### src/rtl/seq_ctrl_if.sv
// Request and control-strobe bundle between the sequencer and its requester/datapath.
// state_dbg mirrors the phase FSM so checkers can observe it without probing internals.
interface seq_ctrl_if #(
   parameter int CNT_W   = 8,
   parameter int STEP_W  = 2,
   parameter int DWELL_W = 3
);
   logic [1:0]         on;
   logic               start;
   logic [CNT_W-1:0]   len;
   logic [STEP_W-1:0]  step_cfg;
   logic [DWELL_W-1:0] dwell;
   logic [1:0]         regime;
   logic               active;
   logic               done;
   logic [1:0]         y_select_next;
   logic [STEP_W-1:0]  s_step;
   logic               y_en;
   logic               s_en;
   logic               y_store_x;
   logic               s_add;
   logic               s_zero;
   logic [CNT_W-1:0]   iter;
   logic [2:0]         state_dbg;

   // Handshake: start is a level request, sampled only while idle; done is a
   // one-cycle pulse and needs no acknowledge.
   modport master (
      output on, start, len, step_cfg, dwell,
      input  regime, active, done, y_select_next, s_step, y_en, s_en,
             y_store_x, s_add, s_zero, iter, state_dbg
   );

   modport slave (
      input  on, start, len, step_cfg, dwell,
      output regime, active, done, y_select_next, s_step, y_en, s_en,
             y_store_x, s_add, s_zero, iter, state_dbg
   );
endinterface

### src/rtl/seq_ctrl_gen.sv
// Phase/regime sequencer generating datapath strobes for ELIST/CNT/UPDATE runs.
// Optional macro SEQ_CTRL_AUTO_RESTART_EN: restart straight from DONE while start is held.
module seq_ctrl_gen #(
   parameter int CNT_W   = 8,
   parameter int STEP_W  = 2,
   parameter int DWELL_W = 3
) (
   input logic       clk,
   input logic       rst,
   seq_ctrl_if.slave bus
);

   typedef enum logic [2:0] {
      ST_OFF  = 3'd0,
      ST_IDLE = 3'd1,
      ST_INIT = 3'd2,
      ST_RUN  = 3'd3,
      ST_DONE = 3'd4
   } state_t;

   state_t             state_q, state_d;
   logic [1:0]         regime_q, regime_d;
   logic [CNT_W-1:0]   iter_q, iter_d;
   logic [CNT_W-1:0]   len_q, len_d;
   logic [STEP_W-1:0]  step_q, step_d;
   logic [DWELL_W-1:0] dwell_q, dwell_d;
   logic [DWELL_W-1:0] timer_q, timer_d;
   logic [DWELL_W-1:0] reload;
   logic               tick;
   logic               restart;

   // A dwell of 0 behaves like 1: every RUN cycle is an enable cycle.
   assign reload = (dwell_q == '0) ? '0 : dwell_q - DWELL_W'(1);
   assign tick   = (state_q == ST_RUN) && (timer_q == '0);

`ifdef SEQ_CTRL_AUTO_RESTART_EN
   assign restart = bus.start && (bus.on == regime_q);
`else
   assign restart = 1'b0;
`endif

   always_ff @(posedge clk) begin
      if (rst) begin
         state_q  <= ST_OFF;
         regime_q <= '0;
         iter_q   <= '0;
         len_q    <= '0;
         step_q   <= '0;
         dwell_q  <= '0;
         timer_q  <= '0;
      end else begin
         state_q  <= state_d;
         regime_q <= regime_d;
         iter_q   <= iter_d;
         len_q    <= len_d;
         step_q   <= step_d;
         dwell_q  <= dwell_d;
         timer_q  <= timer_d;
      end
   end

   always_comb begin
      state_d  = state_q;
      regime_d = regime_q;
      iter_d   = iter_q;
      len_d    = len_q;
      step_d   = step_q;
      dwell_d  = dwell_q;
      timer_d  = timer_q;
      // on==0 always wins and drops to OFF with iter frozen and no done pulse.
      if (state_q != ST_OFF && bus.on == 2'd0) begin
         state_d  = ST_OFF;
         regime_d = '0;
      end else begin
         case (state_q)
            ST_OFF: begin
               if (bus.on != 2'd0) begin
                  state_d  = ST_IDLE;
                  regime_d = bus.on;
               end
            end
            ST_IDLE: begin
               if (bus.start) begin
                  state_d = ST_INIT;
                  len_d   = bus.len;
                  step_d  = bus.step_cfg;
                  dwell_d = bus.dwell;
               end else begin
                  regime_d = bus.on;
               end
            end
            ST_INIT: begin
               iter_d  = '0;
               timer_d = reload;
               state_d = (len_q != '0) ? ST_RUN : ST_DONE;
            end
            ST_RUN: begin
               if (tick) begin
                  iter_d  = iter_q + CNT_W'(1);
                  timer_d = reload;
                  if (iter_q == len_q - CNT_W'(1)) state_d = ST_DONE;
               end else begin
                  timer_d = timer_q - DWELL_W'(1);
               end
            end
            ST_DONE: begin
               if (restart) begin
                  state_d = ST_INIT;
                  len_d   = bus.len;
                  step_d  = bus.step_cfg;
                  dwell_d = bus.dwell;
               end else begin
                  state_d = ST_IDLE;
               end
            end
            default: begin
               state_d  = ST_OFF;
               regime_d = '0;
            end
         endcase
      end
   end

   assign bus.regime    = regime_q;
   assign bus.iter      = iter_q;
   assign bus.state_dbg = state_q;

   always_comb begin
      bus.active        = 1'b0;
      bus.done          = 1'b0;
      bus.y_select_next = 2'd0;
      bus.s_step        = '0;
      bus.y_en          = 1'b0;
      bus.s_en          = 1'b0;
      bus.y_store_x     = 1'b0;
      bus.s_add         = 1'b0;
      bus.s_zero        = 1'b0;
      case (state_q)
         ST_INIT: begin
            bus.active    = 1'b1;
            bus.y_store_x = 1'b1;
            bus.y_en      = 1'b1;
            bus.s_zero    = 1'b1;
            bus.s_en      = 1'b1;
         end
         ST_RUN: begin
            bus.active = 1'b1;
            bus.y_en   = tick;
            bus.s_en   = tick;
            case (regime_q)
               2'd1: begin
                  bus.y_select_next = 2'd1;
                  bus.s_add         = 1'b1;
                  bus.s_step        = step_q;
               end
               2'd2: begin
                  bus.y_select_next = 2'd2;
                  bus.s_add         = 1'b1;
                  bus.s_step        = STEP_W'(1);
               end
               2'd3: begin
                  bus.y_select_next = 2'd3;
                  bus.s_add         = 1'b0;
                  bus.s_step        = step_q;
               end
               default: ;
            endcase
         end
         ST_DONE: bus.done = 1'b1;
         default: ;
      endcase
   end

endmodule

### src/flat_wrapper.sv
// flat-port wrapper written by rule: the top's interface ports become plain ports
module seq_ctrl_gen_flat 
#(
   parameter int CNT_W   = 8,
   parameter int STEP_W  = 2,
   parameter int DWELL_W = 3
)
  (clk, rst, bus_on, bus_start, bus_len, bus_step_cfg, bus_dwell, bus_regime, bus_active, bus_done, bus_y_select_next, bus_s_step, bus_y_en, bus_s_en, bus_y_store_x, bus_s_add, bus_s_zero, bus_iter, bus_state_dbg);
  seq_ctrl_if #(.CNT_W(CNT_W), .STEP_W(STEP_W), .DWELL_W(DWELL_W)) bus_i ();
  input logic clk;
  input logic rst;
  input wire logic [$bits(bus_i.on)-1:0] bus_on;
  input wire logic [$bits(bus_i.start)-1:0] bus_start;
  input wire logic [$bits(bus_i.len)-1:0] bus_len;
  input wire logic [$bits(bus_i.step_cfg)-1:0] bus_step_cfg;
  input wire logic [$bits(bus_i.dwell)-1:0] bus_dwell;
  output wire logic [$bits(bus_i.regime)-1:0] bus_regime;
  output wire logic [$bits(bus_i.active)-1:0] bus_active;
  output wire logic [$bits(bus_i.done)-1:0] bus_done;
  output wire logic [$bits(bus_i.y_select_next)-1:0] bus_y_select_next;
  output wire logic [$bits(bus_i.s_step)-1:0] bus_s_step;
  output wire logic [$bits(bus_i.y_en)-1:0] bus_y_en;
  output wire logic [$bits(bus_i.s_en)-1:0] bus_s_en;
  output wire logic [$bits(bus_i.y_store_x)-1:0] bus_y_store_x;
  output wire logic [$bits(bus_i.s_add)-1:0] bus_s_add;
  output wire logic [$bits(bus_i.s_zero)-1:0] bus_s_zero;
  output wire logic [$bits(bus_i.iter)-1:0] bus_iter;
  output wire logic [$bits(bus_i.state_dbg)-1:0] bus_state_dbg;
  assign bus_i.on = bus_on;
  assign bus_i.start = bus_start;
  assign bus_i.len = bus_len;
  assign bus_i.step_cfg = bus_step_cfg;
  assign bus_i.dwell = bus_dwell;
  assign bus_regime = bus_i.regime;
  assign bus_active = bus_i.active;
  assign bus_done = bus_i.done;
  assign bus_y_select_next = bus_i.y_select_next;
  assign bus_s_step = bus_i.s_step;
  assign bus_y_en = bus_i.y_en;
  assign bus_s_en = bus_i.s_en;
  assign bus_y_store_x = bus_i.y_store_x;
  assign bus_s_add = bus_i.s_add;
  assign bus_s_zero = bus_i.s_zero;
  assign bus_iter = bus_i.iter;
  assign bus_state_dbg = bus_i.state_dbg;
  seq_ctrl_gen #(.CNT_W(CNT_W), .STEP_W(STEP_W), .DWELL_W(DWELL_W)) u_core (.clk(clk), .rst(rst), .bus(bus_i));
endmodule
### config.mk
export PLATFORM = sky130hd
export DESIGN_NAME = seq_ctrl_gen_flat
export DESIGN_NICKNAME = d
export VERILOG_FILES = /design/src/rtl/seq_ctrl_if.sv /design/src/rtl/seq_ctrl_gen.sv /design/src/flat_wrapper.sv
export SDC_FILE = /design/constraint.sdc
export NUM_CORES = 1
export LEC_CHECK = 0
export ABC_AREA = 1
export CAP_MARGIN = 20
export CELL_PAD_IN_SITES_DETAIL_PLACEMENT = 1
export CELL_PAD_IN_SITES_GLOBAL_PLACEMENT = 1
export CORE_MARGIN = 4
export CORE_UTILIZATION = 30
export CTS_BUF_LIST = sky130_fd_sc_hd__clkbuf_16
export DETAILED_ROUTE_END_ITERATION = 10
export MAX_ROUTING_LAYER = met4
export PLACE_DENSITY = 0.77
export SETUP_SLACK_MARGIN = 0.15
export SLEW_MARGIN = 5
export SYNTH_ARGS = -nofsm -noshare
export SYNTH_HDL_FRONTEND = slang
export SYNTH_SLANG_ARGS = --single-unit
### constraint.sdc
create_clock -name clk -period 4.7 [get_ports clk]
set_input_delay 0.47 -clock clk [delete_from_list [all_inputs] [get_ports clk]]
set_output_delay 0.47 -clock clk [all_outputs]
set_load 0.02 [all_outputs]
==> impl_metrics.py, run 1 <==
metrics = {
    "min_path": {
        "hold_depth": 2,
        "min_from": "u_core.step_q[1]$_SDFFE_PP0P_",
        "hp-class": "register to register",
        "holdPathEnd": "u_core.step_q[1]$_SDFFE_PP0P_",
    },
    "synth": {
        "ys_types": 32,
        "synth_common_cells": "nand2_1 (59), inv_1 (49), nor2_1 (44)",
        "synth_seq_cells": 29,
        "yosysTopAreaCell": "dfxtp_1",
        "synth_area_leaders": "dfxtp_1 (31%), nand2_1 (12%), inv_1 (9.9%)",
        "syn_avg_cell_area_um2": 6.49,
        "yosysMostFrequentCell": "nand2_1",
        "synth_ff_type": "dfxtp_1",
        "synthCells": 286,
        "synth_warnings": 0,
        "syn_area_mm2": 0.00186,
        "async_reset_ff_share_pct": 0,
        "synth_edf_count": 0,
        "synth.top_cell.area_share_pct": 31.3,
        "yosysSeqAreaShare_pct": 31.3,
        "synth_nets": 315,
    },
    "grt": {
        "gr-total-overflow": 0,
        "grt_pass1_wl_um": 8810,
        "grt.total_usage_pct": 15.2,
        "antenna_found_initial": 0,
        "grt_max_degree": 23,
        "grt_pass1_vias": 1888,
    },
    "place": {
        "place_hpwl_um": 4110,
        "pre_cts_ws_ns": 2.50,
        "gp_congestion": 0.823,
        "port_buffers": 41,
        "placed_area_mm2": 0.00233,
    },
    "pwr": {
        "clock_power_share_pct": 28.0,
        "pwr-share-seq_pct": 27.8,
        "combPwrFrac_pct": 44.2,
        "total_power_w": 0.00127,
        "switchingPower_w": 0.000508,
        "max-vdd-ir-drop_v": 0.000240,
        "p_sw_share_pct": 40.1,
        "powerDensity_mw_per_mm2": 508,
        "p_int_w": 0.000759,
        "cellLeakagePower_nw": 1.12,
    },
    "timing": {
        "slew_headroom_pct": 60.6,
        "setup_viol": 0,
        "final.period_utilization_pct": 53.1,
        "fin_crit_ns": 2.50,
        "skew_ns": 0.00792,
        "rsz0062_at_grt": "no",
        "max_freq_ghz": 0.400,
        "slew_violations": 0,
        "final.setup.worst_slack_ns": 2.20,
        "tightest_slew_ns": 0.589,
        "hold_violations": 0,
        "fin_tns_setup_ns": 0,
    },
    "cts": {
        "cts_tree": "done",
        "hold_buffers": 0,
        "cts_post_setup_buffers_inserted": 0,
        "clk_latency_ns": 0.28,
        "cts_resized": 0,
        "htreeDepth": 2,
        "cts_root_buf": "clkbuf_16",
        "clock_path_buffers": 2,
        "cts.sinks": 29,
        "cts_inserted_buffers": 5,
        "clkTransAtPathRegs_ns": 0.05,
    },
    "floorplan": {
        "dieWidth_um": 86.7,
        "die_h_um": 86.7,
        "core.rowCount": 28,
        "start_util_pct": 31.2,
        "ioPinCount": 42,
        "coreArea_mm2": 0.00596,
        "die_area_mm2": 0.00751,
    },
    "worst_setup_path": {
        "cp_max_fo": 4,
        "r2r-start": "u_core.bus.state_dbg[2]$_SDFFE_PP0P_",
        "r2r_cells": 6,
        "criticalPathCategory": "register to output pin",
        "required_ns": 4.23,
        "rr_endpoint": "u_core.len_q[1]$_SDFFE_PP0P_",
        "cp.arrival_ns": 2.03,
        "r2r_slack_ns": 2.89,
        "cp-start-kind": "register",
        "crit_path_end_kind": "output pin",
    },
    "final_layout": {
        "finalNetCount": 358,
        "finalCoreUtilization_pct": 41.9,
        "stdcell_area_mm2": 0.00249,
        "drive_above_1_share_pct": 5.76,
        "n_antenna_cell": 0,
        "area_delta_synth_final_pct": 34.4,
    },
    "run": {
        "max_cap_violations": 0,
    },
    "routing": {
        "wl_um": 5190,
        "viasPerCell": 4.64,
        "wl_per_cell_um": 12.8,
        "vias": 1881,
        "dr.pass1.iters": 4,
        "post-route-drc-count": 0,
        "drt-initial-drc-count": 52,
        "ant_nets": 0,
    },
    "outcome": {
        "status": "completed",
    },
}
[cell usage in the layout, fill, tap and decap left out, types with 3 or more instances in the layout]
cell / synthesis / layout
nand2_1: 59 / 59
inv_1: 49 / 50
nor2_1: 44 / 44
clkdlybuf4s50_1: 0 / 41
dfxtp_1: 29 / 29
a21oi_1: 24 / 24
o21ai_0: 21 / 21
nand3_1: 13 / 13
ha_1: 11 / 11
clkbuf_16: 0 / 5
nor3_1: 4 / 4
a211oi_1: 3 / 3
nor2_4: 3 / 3
[layer usage]
| layer | wire length [um] | vias up | track usage, % |
|---|---|---|---|
| li1 | - | 983 | - |
| met3 | 220 | 7 | 2.38 |
| met1 | 2480 | 856 | 18.7 |
| met5 | 0 | - | - |
| met2 | 2410 | 35 | 25.2 |
| met4 | 78 | 0 | 5.10 |
[per-stage QoR]
| stage | hold WS (ns) | cells |
|---|---|---|
| floorplan | 0.447 | 286 |
| detailed placement | 0.497 | 397 |
| global placement | 0.491 | 397 |
| CTS | 0.505 | 405 |
| global route | 0.527 | 405 |
| finish | 0.507 | 405 |
[worst max-delay path, cell delays in order (launching register included)]
cell and delay, ns:
dfxtp_1 0.30, inv_1 0.12, ha_1 0.18, inv_1 0.04, nor2_1 0.22, nor2_2 0.09
nor2_1 0.17, clkdlybuf4s50_1 0.63
[cells by family (layout without fill, tap and decap cells)]
kind of cell | after synthesis | count (layout) | synth area share [%]
buffers and inverters | 56 | 100 | 11.9
adder cells (fa/ha/maj) | 11 | 11 | 7.41
flip-flops | 29 | 29 | 31.3
XOR/XNOR | 2 | 2 | 0.944
AND/OR/NAND/NOR | 133 | 133 | 32.1
AO/OA/AOI/OAI | 55 | 55 | 16.4
[power groups by stage]
stage | clock network, W | registers, W | logic, W
2_1_floorplan | 0 | 0.000368 | 0.000368
3_3_place_gp | 0 | 0.000354 | 0.000543
3_5_place_dp | 0 | 0.000356 | 0.000558
4_1_cts | 0.000360 | 0.000352 | 0.000568
5_1_grt | 0.000376 | 0.000361 | 0.000638
6_report | 0.000354 | 0.000352 | 0.000560
[worst max-delay path by stage]
stage                                                    start            end  slack [ns]  cells past startpoint
after floorplan           u_core.bus.state_dbg[1]$_SDFFE_PP0P_  bus_s_step[1]        2.75                      4
after global placement          u_core.timer_q[0]$_SDFFE_PP0P_       bus_s_en        2.50                      7
after detailed placement        u_core.timer_q[0]$_SDFFE_PP0P_       bus_s_en        2.50                      7
after CTS                       u_core.timer_q[0]$_SDFFE_PP0P_       bus_s_en        2.16                      7
after global routing            u_core.timer_q[0]$_SDFFE_PP0P_       bus_s_en        2.04                      7
final                           u_core.timer_q[0]$_SDFFE_PP0P_       bus_s_en        2.20                      7
[flip-flops by register name, summed over array words and instances (netlist names)]
register              flops
u_core.bus.iter           8
u_core.len_q              8
u_core.bus.state_dbg      3
u_core.dwell_q            3
u_core.timer_q            3
u_core.bus.regime         2
u_core.step_q             2
[area by class of cell]
cell class	instances	area, um^2
fillers	808	3460
repair buffers	41	410
flip-flops and latches	29	581
clock inverters	3	37.5
well taps	75	93.8
clock buffers	5	125
inverters	51	191
multi-input cells	201	1060
No activity file was read; power rests on OpenSTA's default activity.
==> run 2, diff against run 1 <==
Clock period 4.7 ns to 2.3 ns, I/O delays scaled along.
==> impl_metrics.py, run 2 (same netlist as run 1, synthesis figures left out) <==
metrics = {
    "timing": {
        "max_freq_ghz": 0.482,
        "setup_viol": 0,
        "fin_tns_setup_ns": 0,
        "hold_violations": 0,
        "final.period_utilization_pct": 90.2,
        "slew_violations": 0,
        "slew_headroom_pct": 65.9,
        "tightest_slew_ns": 0.510,
        "skew_ns": 0.00212,
        "final.setup.worst_slack_ns": 0.226,
        "fin_crit_ns": 2.07,
        "rsz0062_at_grt": "yes",
    },
    "worst_setup_path": {
        "r2r_cells": 13,
        "cp-start-kind": "register",
        "required_ns": 2.07,
        "path_buf_inv": 3,
        "crit_path_frequent_cell": "inv_2",
        "crit_path_end_kind": "output pin",
        "rr_endpoint": "u_core.bus.iter[7]$_SDFFE_PP0P_",
        "cp_max_fo": 5,
        "criticalPathCategory": "register to output pin",
        "cp.arrival_ns": 1.84,
        "r2r-start": "u_core.timer_q[0]$_SDFFE_PP0P_",
        "critical-path-top-delay-family": "buffers and inverters",
        "max_stage_delay_ns": 0.67,
        "cp_slowest_cell": "clkdlybuf4s50_1",
        "path_cells": "inv_2 > nor2_8 > inv_2 > nor2_1 > clkdlybuf4s50_1",
        "r2r_slack_ns": 0.52,
    },
    "grt": {
        "grt_pass1_vias": 1871,
        "grt.total_usage_pct": 15.0,
        "grt_max_degree": 19,
        "antenna_found_initial": 0,
        "gr-total-overflow": 0,
        "grt_pass1_wl_um": 8680,
    },
    "min_path": {
        "holdPathEnd": "u_core.timer_q[2]$_SDFFE_PP0P_",
        "min_from": "u_core.timer_q[2]$_SDFFE_PP0P_",
        "hold_depth": 2,
        "hp-class": "register to register",
    },
    "floorplan": {
        "core.rowCount": 28,
        "die_h_um": 86.7,
        "coreArea_mm2": 0.00596,
        "die_area_mm2": 0.00751,
        "ioPinCount": 42,
        "start_util_pct": 31.2,
        "dieWidth_um": 86.7,
    },
    "routing": {
        "ant_nets": 0,
        "viasPerCell": 4.66,
        "drt-initial-drc-count": 61,
        "vias": 1898,
        "wl_um": 5220,
        "dr.pass1.iters": 4,
        "wl_per_cell_um": 12.8,
        "post-route-drc-count": 0,
    },
    "cts": {
        "cts_tree": "done",
        "clkTransAtPathRegs_ns": 0.05,
        "clk_latency_ns": 0.27,
        "htreeDepth": 2,
        "cts_inserted_buffers": 5,
        "cts_post_setup_buffers_inserted": 0,
        "clock_path_buffers": 2,
        "cts.sinks": 29,
        "cts_root_buf": "clkbuf_16",
    },
    "final_layout": {
        "layout_commonest_cell": "nand2_1",
        "area_delta_synth_final_pct": 34.6,
        "drive_above_1_share_pct": 6.93,
        "mostFrequentLayoutCells": "nand2_1 (58), inv_1 (50), nor2_1 (44)",
        "instances_no_fill": 407,
        "n_fill_cell": 804,
        "finalNetCount": 360,
        "n_antenna_cell": 0,
    },
    "pwr": {
        "max-vdd-ir-drop_v": 0.000438,
        "total_power_w": 0.00249,
        "cellLeakagePower_nw": 1.23,
        "powerDensity_mw_per_mm2": 997,
    },
    "outcome": {
        "status": "completed",
    },
    "place": {
        "gp_congestion": 0.834,
        "place_inst": 399,
        "pre_cts_ws_ns": 0.321,
        "place_hpwl_um": 4270,
        "port_buffers": 41,
    },
    "run": {
        "max_cap_violations": 0,
    },
}
[run 2: changes by cell type in the layout (fill, tap and decap cells not counted), moves of 2 or more]
cell / change
dlymetal6s2s_1: +5
dlygate4sd2_1: +2
buf_4: +2
clkinv_2: +2
clkdlybuf4s50_1: -7
[run 2: area by class of cell]
class	count	area (um^2)	share of cell area (%)
multi-input combinational	201	1060	42.4
sequential	29	581	23.2
timing repair buffer	43	435	17.4
inverter	51	191	7.66
clock buffer	5	125	5.01
tap	75	93.8	3.76
clock inverter	3	13.8	0.551
[run 2: worst register-to-register path, cell delays in order, from the launching register on]
cell and delay [ns]:
dfxtp_1 0.29, inv_1 0.13, ha_1 0.17, inv_1 0.04
nor2_1 0.22, nor2_2 0.10, nor2_4 0.18, nand2_4 0.08
nor2_4 0.10, nand3_2 0.09, nor2_1 0.12, nand2_1 0.07
nand2_1 0.06, nor2_1 0.04
[run 2: routing by layer]
metal / part of all wire [%] / GRT usage [%]
met1: 48 / 18.7
met3: 3.8 / 2.76
met4: 1.3 / 5.52
met5: 0 / -
met2: 47 / 24.1
[run 2: what timing repair did]
action / CTS / global route
hold buffers: 0 / 0
resized for setup: 3 / 5
endpoints found under the setup margin: 4 / 6
[run 2: power breakdown]
| group | switching [W] | internal (W) |
|---|---|---|
| clock network | 0.000229 | 0.000392 |
| registers | 0.000112 | 0.000605 |
| logic | 0.000702 | 0.000452 |
[run 2: worst max path at each step]
stage	start	to	slack, ns	cells past startpoint
final	u_core.bus.state_dbg[1]$_SDFFE_PP0P_	bus_y_store_x	0.23	5
after CTS	u_core.bus.state_dbg[1]$_SDFFE_PP0P_	bus_s_zero	0.18	5
after detailed placement	u_core.timer_q[0]$_SDFFE_PP0P_	bus_y_en	0.32	7
after global routing	u_core.bus.state_dbg[1]$_SDFFE_PP0P_	bus_y_store_x	0.12	5
after global placement	u_core.timer_q[0]$_SDFFE_PP0P_	bus_s_en	0.41	7
after floorplan	u_core.bus.state_dbg[1]$_SDFFE_PP0P_	bus_s_step[1]	0.59	4
[run 2: metrics by stage]
| stage | instance area (um^2) | util (%) | hold WS [ns] |
|---|---|---|---|
| floorplan | 1860 | - | 0.299 |
| global placement | 2350 | 39.4 | 0.487 |
| detailed placement | 2350 | 39.4 | 0.492 |
| CTS | 2490 | 41.7 | 0.501 |
| global route | 2500 | 42.0 | 0.520 |
| finish | 2500 | 42.0 | 0.500 |
==> run 3, diff against run 2 <==
Settings changed: CTS_BUF_LIST sky130_fd_sc_hd__clkbuf_16 to not set, PLACE_DENSITY 0.77 to 0.79.
==> impl_metrics.py, run 3 (same netlist as run 1, synthesis figures left out) <==
metrics = {
    "outcome": {
        "status": "completed",
    },
    "worst_setup_path": {
        "rr_endpoint": "u_core.bus.iter[7]$_SDFFE_PP0P_",
        "cp_max_fo": 6,
        "crit_start": "u_core.bus.state_dbg[1]$_SDFFE_PP0P_",
        "cp.arrival_ns": 1.79,
        "endpoint": "bus_y_select_next[0]",
        "required_ns": 2.07,
        "criticalPathCategory": "register to output pin",
        "crit_path_end_kind": "output pin",
        "r2r_slack_ns": 0.49,
        "r2r_cells": 13,
        "r2r-start": "u_core.timer_q[0]$_SDFFE_PP0P_",
        "cp-start-kind": "register",
    },
    "min_path": {
        "min_from": "u_core.timer_q[2]$_SDFFE_PP0P_",
        "hp-class": "register to register",
    },
    "timing": {
        "setup_viol": 0,
        "hold_violations": 0,
        "fin_tns_setup_ns": 0,
        "fin_crit_ns": 2.02,
        "tightest_slew_ns": 0.607,
        "max_freq_ghz": 0.494,
        "rsz0062_at_grt": "yes",
        "final.period_utilization_pct": 88.0,
        "slew_headroom_pct": 59.4,
        "skew_ns": 0.00612,
        "slew_violations": 0,
    },
    "cts": {
        "cts_tree": "done",
        "clock_path_buffers": 2,
        "clk_latency_ns": 0.29,
        "hold_buffers": 0,
        "cts.sinks": 29,
        "htreeDepth": 2,
        "cts_inserted_buffers": 5,
        "clkTransAtPathRegs_ns": 0.06,
        "cts_root_buf": "clkbuf_8",
        "cts_post_setup_buffers_inserted": 0,
    },
    "grt": {
        "grt_max_degree": 23,
        "grt_pass1_wl_um": 9250,
        "grt.total_usage_pct": 16.1,
        "grt_pass1_vias": 2016,
        "gr-total-overflow": 0,
        "antenna_found_initial": 0,
    },
    "run": {
        "max_cap_violations": 0,
    },
    "floorplan": {
        "ioPinCount": 42,
        "coreArea_mm2": 0.00596,
        "dieWidth_um": 86.7,
        "core.rowCount": 28,
        "die_area_mm2": 0.00751,
        "die_h_um": 86.7,
        "start_util_pct": 31.2,
    },
    "final_layout": {
        "regArea_um2": 581,
        "layout_commonest_cell": "nand2_1",
        "area_delta_synth_final_pct": 31.7,
        "multi_input_area_mm2": 0.00106,
        "finalNetCount": 359,
        "drive_above_1_share_pct": 7.25,
        "n_antenna_cell": 0,
        "n_fill_cell": 797,
        "mostFrequentLayoutCells": "nand2_1 (58), inv_1 (49), nor2_1 (42)",
    },
    "pwr": {
        "powerDensity_mw_per_mm2": 936,
        "max-vdd-ir-drop_v": 0.000455,
        "cellLeakagePower_nw": 1.23,
        "pwr-share-seq_pct": 31.6,
        "total_power_w": 0.00229,
        "combPwrFrac_pct": 50.4,
        "switchingPower_w": 0.00102,
        "clock_power_share_pct": 18.0,
        "p_int_w": 0.00126,
        "p_sw_share_pct": 44.8,
    },
    "routing": {
        "wl_um": 5390,
        "wl_met3_um": 209,
        "wl_met1_um": 2500,
        "dr.max_layer_used": "met4",
        "ant_nets": 0,
        "post-route-drc-count": 0,
        "dr.pass1.iters": 4,
        "wl_met2_um": 2590,
        "drt-initial-drc-count": 55,
        "viasPerCell": 4.71,
        "vias": 1911,
        "wl_per_cell_um": 13.3,
    },
    "place": {
        "place_hpwl_um": 4270,
        "gp_congestion": 0.828,
        "port_buffers": 41,
    },
}
## run 3: cell types whose count changed in the layout (fill, tap and decap cells not counted), sizes merged
cell           before  now
clkbuf              5    6
clkdlybuf4s50      34   32
inv                52   51
dlymetal6s2s        5    7
buf                 2    1
## run 3: per-layer routing
| layer | track usage (%) | vias up |
|---|---|---|
| met1 | 18.8 | 880 |
| li1 | - | 984 |
| met4 | 6.37 | 0 |
| met5 | - | - |
| met3 | 2.76 | 6 |
| met2 | 27.3 | 41 |
## run 3: how the worst min path moves through the flow
stage                                                 to  slack (ns)  depth (start not counted)
final                     u_core.timer_q[2]$_SDFFE_PP0P_        0.51                          2
after global routing      u_core.timer_q[2]$_SDFFE_PP0P_        0.54                          2
after CTS                 u_core.timer_q[2]$_SDFFE_PP0P_        0.52                          2
after detailed placement  u_core.timer_q[2]$_SDFFE_PP0P_        0.49                          2
after global placement    u_core.timer_q[2]$_SDFFE_PP0P_        0.49                          2
after floorplan           u_core.timer_q[2]$_SDFFE_PP0P_        0.30                          1
## run 3: cell type report
cell class                      count  area share (%)
Sequential cell                    29            23.7
Clock buffer                        6            2.97
Inverter                           51            7.83
Tap cell                           75            3.84
Multi-Input combinational cell    201            43.5
Timing Repair Buffer               42            17.7
Clock inverter                      2           0.409
## run 3: power by group through the flow
| stage | Sequential (W) | Combinational (W) | Clock, W |
|---|---|---|---|
| 2_1_floorplan | 0.000751 | 0.000752 | 0 |
| 3_3_place_gp | 0.000723 | 0.00113 | 0 |
| 3_5_place_dp | 0.000729 | 0.00116 | 0 |
| 4_1_cts | 0.000721 | 0.00117 | 0.000427 |
| 5_1_grt | 0.000743 | 0.00132 | 0.000448 |
| 6_report | 0.000723 | 0.00115 | 0.000411 |
## run 3: what timing repair did
item	4_1_cts	5_1_grt
endpoints found under the setup margin	4	7
pin swaps	0	0
gates resized for setup	3	9
## run 3: metrics by stage
step	worst slack, ns	instance area, um^2	hold slack (ns)	instances	util (%)
3_3_place_gp	0.362	2340	0.490	398	39.3
6_report	0.276	2440	0.514	406	41.1
3_5_place_dp	0.366	2340	0.492	398	39.3
2_1_floorplan	0.589	1860	0.299	286	-
4_1_cts	0.155	2420	0.517	406	40.7
5_1_grt	0.143	2440	0.541	406	41.1
## run 3: worst max-delay path, cell delays in order, from the launching register on
cell and delay, ns:
dfxtp_1 0.40, inv_2 0.08, nor2_8 0.15, nand2_2 0.14, nor2_1 0.12, clkdlybuf4s50_1 0.62
